--- config.mk ---
export PLATFORM = sky130hd
export DESIGN_NAME = regfile_2r1w_sb
export DESIGN_NICKNAME = d
export VERILOG_FILES = /design/src/rtl/mips_pkg.sv /design/src/rtl/regfile_2r1w_sb_sb_bits.sv /design/src/rtl/regfile_2r1w_sb.sv
export SDC_FILE = /design/constraint.sdc
export NUM_CORES = 2
export LEC_CHECK = 0
export BUFFER_PORTS_ARGS = -buffer_cell sky130_fd_sc_hd__buf_4
export CAP_MARGIN = 10
export CORE_MARGIN = 2
export CORE_UTILIZATION = 47
export DETAILED_ROUTE_END_ITERATION = 16
export PLACE_DENSITY = 0.6
export SLEW_MARGIN = 5
export SYNTH_ARGS = -nofsm -noshare
export SYNTH_HDL_FRONTEND = slang
export SYNTH_HIERARCHICAL = 1
export SYNTH_SLANG_ARGS = --single-unit
--- constraint.sdc ---
create_clock -name clk -period 2 [get_ports clk]
set_clock_uncertainty 0.1 [all_clocks]
set_input_delay 0 -clock clk [delete_from_list [all_inputs] [get_ports clk]]
set_output_delay 0 -clock clk [all_outputs]
set_load 0.01 [all_outputs]
--- src/rtl/mips_pkg.sv ---
// Shared constants and types for the MIPS register file and its busy scoreboard.
// No logic here; consumers size their ports from these defaults.
package mips_pkg;

    localparam int DW       = 32;
    localparam int NREG     = 32;
    localparam int AW       = $clog2(NREG);
    localparam int REG_ZERO = 0;

    typedef logic [AW-1:0] reg_idx_t;
    typedef logic [DW-1:0] word_t;

endpackage

--- src/rtl/regfile_2r1w_sb_sb_bits.sv ---
// Per-register busy scoreboard: set on issue, clear on WB, set beats clear, flush beats set.
// Latency: one edge to update; no backpressure. r0 is never marked busy.
module sb_bits #(
    parameter int NREG = mips_pkg::NREG,
    parameter int AW   = mips_pkg::AW
) (
    input  logic            clk,
    input  logic            rst,
    input  logic            iss_en_i,
    input  logic [AW-1:0]   iss_addr_i,
    input  logic            wb_en_i,
    input  logic [AW-1:0]   wb_addr_i,
    input  logic            sb_clear_i,
    output logic [NREG-1:0] busy_o
);

    logic [NREG-1:0] busy_q;
    logic [NREG-1:0] busy_d;

    // Later assignments win: clear, then a newer producer's set, then the flush.
    always_comb begin
        busy_d = busy_q;
        if (wb_en_i) begin
            busy_d[wb_addr_i] = 1'b0;
        end
        if (iss_en_i && (iss_addr_i != AW'(mips_pkg::REG_ZERO))) begin
            busy_d[iss_addr_i] = 1'b1;
        end
        if (sb_clear_i) begin
            busy_d = '0;
        end
    end

    always_ff @(posedge clk or negedge rst) begin
        if (!rst) begin
            busy_q <= '0;
        end else begin
            busy_q <= busy_d;
        end
    end

    assign busy_o = busy_q;

endmodule

--- src/rtl/regfile_2r1w_sb.sv ---
// 32x32 register file, 2 async reads / 1 sync write, with busy scoreboard; writes visible next cycle.
// No backpressure (hazard unit stalls on *_busy). `REGFILE_WB_BYPASS_EN adds same-cycle WB forwarding.
module regfile_2r1w_sb #(
    parameter int DW   = mips_pkg::DW,
    parameter int NREG = mips_pkg::NREG,
    parameter int AW   = mips_pkg::AW
) (
    input  logic          clk,
    input  logic          rst,
    input  logic [AW-1:0] rs_addr,
    input  logic [AW-1:0] rt_addr,
    output logic [DW-1:0] rs_data,
    output logic [DW-1:0] rt_data,
    output logic          rs_busy,
    output logic          rt_busy,
    input  logic          wb_en,
    input  logic [AW-1:0] wb_addr,
    input  logic [DW-1:0] wb_data,
    input  logic          iss_en,
    input  logic [AW-1:0] iss_addr,
    input  logic          sb_clear
);

    localparam logic [AW-1:0] ZERO_IDX = AW'(mips_pkg::REG_ZERO);

    logic [DW-1:0]   regs_q [NREG];
    logic [NREG-1:0] busy;
    logic            wb_we;
    logic [DW-1:0]   rs_stored;
    logic [DW-1:0]   rt_stored;

    assign wb_we = wb_en && (wb_addr != ZERO_IDX);

    always_ff @(posedge clk or negedge rst) begin
        if (!rst) begin
            for (int i = 0; i < NREG; i++) begin
                regs_q[i] <= '0;
            end
        end else if (wb_we) begin
            regs_q[wb_addr] <= wb_data;
        end
    end

    sb_bits #(
        .NREG (NREG),
        .AW   (AW)
    ) u_sb_bits (
        .clk        (clk),
        .rst        (rst),
        .iss_en_i   (iss_en),
        .iss_addr_i (iss_addr),
        .wb_en_i    (wb_en),
        .wb_addr_i  (wb_addr),
        .sb_clear_i (sb_clear),
        .busy_o     (busy)
    );

    assign rs_stored = (rs_addr == ZERO_IDX) ? '0 : regs_q[rs_addr];
    assign rt_stored = (rt_addr == ZERO_IDX) ? '0 : regs_q[rt_addr];

`ifdef REGFILE_WB_BYPASS_EN
    logic rs_hit;
    logic rt_hit;

    // Gated by reset so an asserted reset reads all-zero regardless of WB activity.
    assign rs_hit  = rst && wb_we && (wb_addr == rs_addr);
    assign rt_hit  = rst && wb_we && (wb_addr == rt_addr);
    assign rs_data = rs_hit ? wb_data : rs_stored;
    assign rt_data = rt_hit ? wb_data : rt_stored;
    assign rs_busy = busy[rs_addr] && !rs_hit;
    assign rt_busy = busy[rt_addr] && !rt_hit;
`else
    assign rs_data = rs_stored;
    assign rt_data = rt_stored;
    assign rs_busy = busy[rs_addr];
    assign rt_busy = busy[rt_addr];
`endif

endmodule

==> impl_results.md <==
- CP max FO: 3
- Yosys top cell area share: 0.469
- Syn_nets: 3878
- Synthesized flop and latch total: 1056
- Failing checks: setup timing
- Slew @ Worst Pin: 0.867 ns
- RR Startpoint: u_sb_bits/busy_o[28]
- DRC viols: 0
- M1 WL: around 82 mm
- Reg2reg end: u_sb_bits/busy_o[28]
- Number of H-tree levels: 3
- Reg-to-reg slack, setup: ~0.48 ns
- CP startpoint kind: register
- CTS clk-pin slew, worst paths: around 0.060 ns
- First-pass GRT wire length: roughly 290 mm
- Final cycle utilization of the critical path: 1.33
- F_max: approximately 380 MHz
- Detailed-router iteration count before antenna repair: 8
- Vias in the first global route: 40.4k
- I/O pin cnt: between 100 and 150
- Via density: approximately 6.6
- Maxcap violations: 0
- Crit Path Category: register to primary output
- DP HPWL: between 100 and 150 mm
- Final ANT Viol Nets: 0
- Synth-to-layout area growth: 23.4%
- Overall Power: between 60 and 70 mW
- EDFF count, synth: 0
- Die ar.: approximately 120000 µm²
- Clock Latency Late Sink: between 0.7 and 0.8 ns
- Height of the die: 350 µm
- Nets: ~4.3k
- Port-buffer cells: about 120
- Post-Route WL: about 200 mm
- Placed inst area: 63000 µm²
- Die X-Extent: 350 µm
- Slew HR: 0.421
- Aggregate global routing overflow: 0
- Met2 WL: between 90 and 100 mm
- Cell Rows: approximately 130
- Initial antenna violation count: 6
- Most used flip-flop cell after synthesis: dfrtp_1
- Total core area: between 100000 and 150000 µm²
- Fin. max-slew vios: 0
- R2R depth: 4
- Most frequent cells after synthesis: dfrtp_1, mux2_2, mux4_2
- P_leak: slightly above 30 nW
- Seq/Total Area, Yosys: 0.469
- Outcome: complete, but fails checks
- RSZ-0062 raised after global routing: yes
- Layout cell share with drive strength beyond 1: 0.588
- Most common cell in the netlist: dfrtp_1
- Synthesized area: between 50000 and 60000 µm²
- Total CTS buffers: approximately 120
- Crit path capture: rt_busy
- Final hold viol count: 0
- CP required: 1.90 ns
- Clock Sinks: approximately 1.1k
- Cell variety after synth: 52
- Area contributors post-synth: dfrtp_1, mux2_2, mux4_2
- Initial Util: 0.472
- Yosys warnings: 6
- PD cells: 947 nW/µm²
- Mapped Cells: roughly 3.8k
- Final GP Congestion: 0.860
- Crit. End Element: primary output
- Worst Slack Setup Final: -0.657 ns
- CTS tree: yes
- Hold Path Class: input pin to register
- Cell area after layout: about 70000 µm²
- Largest net degree at the start of global routing: 92
- Post-synth ARST share: 1.00
- Fin util: 0.582
- CTS max path bufs: 3
- Final setup fails: 66
- Critical Path Start: u_sb_bits/busy_o[7]
- Syn Area/Cell: roughly 15 µm²
- Met3 wire length: between 15 and 20 mm
- Peak VDD IR: approximately 850 µV
- Synth area leader: dfrtp_1
- Highest routing layer actually used: met5
- CP arrival: roughly 2.6 ns
- Clk root buf: clkbuf_16
- Avg WL per Cell: about 34 µm
- DR vias: 39.2k
- Final Critical Period: 2.66 ns
- Iter 0 DRT Violations: between 3k and 4k
- GRT Total Usage: 0.332
-- layer usage --
| layer | vias to the layer above | GRT usage |
|---|---|---|
| met5 | - | 0 |
| met4 | 4 | 0.140 |
| met3 | 480 | 0.0604 |
| met2 | 1837 | 0.520 |
| met1 | 21218 | 0.456 |
| li1 | 15683 | - |
-- registers in the layout (all words and copies together) (netlist names) --
register          flops
regs_q             1024
u_sb_bits/busy_o     32
-- power breakdown --
part / internal (mW) / switching (mW)
Clock: 13.4 / 9.42
Sequential: 25.3 / 3.17
Combinational: 8.67 / 5.85
Total: 47.4 / 18.4
-- placed cells by master (no fill, tap or decap), types with 50 or more instances in the layout --
cell type,count
dfrtp_1,1056
mux2_2,1005
buf_4,462
mux4_2,424
mux2i_1,220
buf_12,143
clkbuf_16,117
dlygate4sd3_1,60
a22o_1,56
o21ai_1,55
a211oi_2,50
-- through the flow --
| step | worst slack (ns) | cells | hold slack, ns | TNS [ns] |
|---|---|---|---|---|
| after floorplan | 0.291 | 3821 | -0.396 | 0 |
| after global placement | -0.540 | 5605 | -0.165 | -79.48 |
| after detailed placement | -0.569 | 5606 | -0.166 | -46.92 |
| after CTS | -0.689 | 5910 | 0.0944 | -41.26 |
| after global routing | -0.703 | 5918 | 0.163 | -36.11 |
| final | -0.657 | 5920 | 0.150 | -32.90 |
-- how the worst min path moves through the flow --
stage	start	end	slack (ns)	cells past startpoint
detailed placement	rst	regs_q[532]	-0.17	1
global placement	rst	regs_q[532]	-0.17	1
finish	iss_addr[2]	u_sb_bits/busy_o[20]	0.15	4
global route	iss_addr[2]	u_sb_bits/busy_o[20]	0.16	4
floorplan	rst	regs_q[0]	-0.40	0
CTS	iss_addr[4]	u_sb_bits/busy_o[24]	0.09	4
-- cells by family (layout without fill, tap and decap cells) --
logic type,after synthesis,after routing,share of synthesized area
multiplexers,1670,1670,0.414
flip-flops,1056,1056,0.469
AO/OA/AOI/OAI,448,448,0.0589
buffers and inverters,435,919,0.0359
AND/OR/NAND/NOR,212,212,0.0219
other,0,3,0
-- layout make-up --
type / instances / area [µm²]
multi-input cells: 2330 / 29600
well taps: 1612 / 2020
fillers: 9445 / 49800
repair buffers: 704 / 7380
diodes: 3 / 7.51
flip-flops and latches: 1056 / 26400
inverters: 1 / 8.76
clock inverters: 49 / 694
clock buffers: 165 / 3340
-- timing repair --
item                                    4_1_cts  5_1_grt
hold endpoints to repair                   2080       82
resized for setup                           285       48
setup buffers                                37       11
pin swaps                                   124       34
endpoints found under the setup margin       66      217
hold buffers                                 63        1
-- critical path: stages, from the launching register on --
cell	delay (ns)
dfrtp_1	0.38
mux4_2	0.48
mux4_2	0.52
mux2_4	0.32
buf_6	0.13
Note: power is estimated with default switching activity, not from simulation.
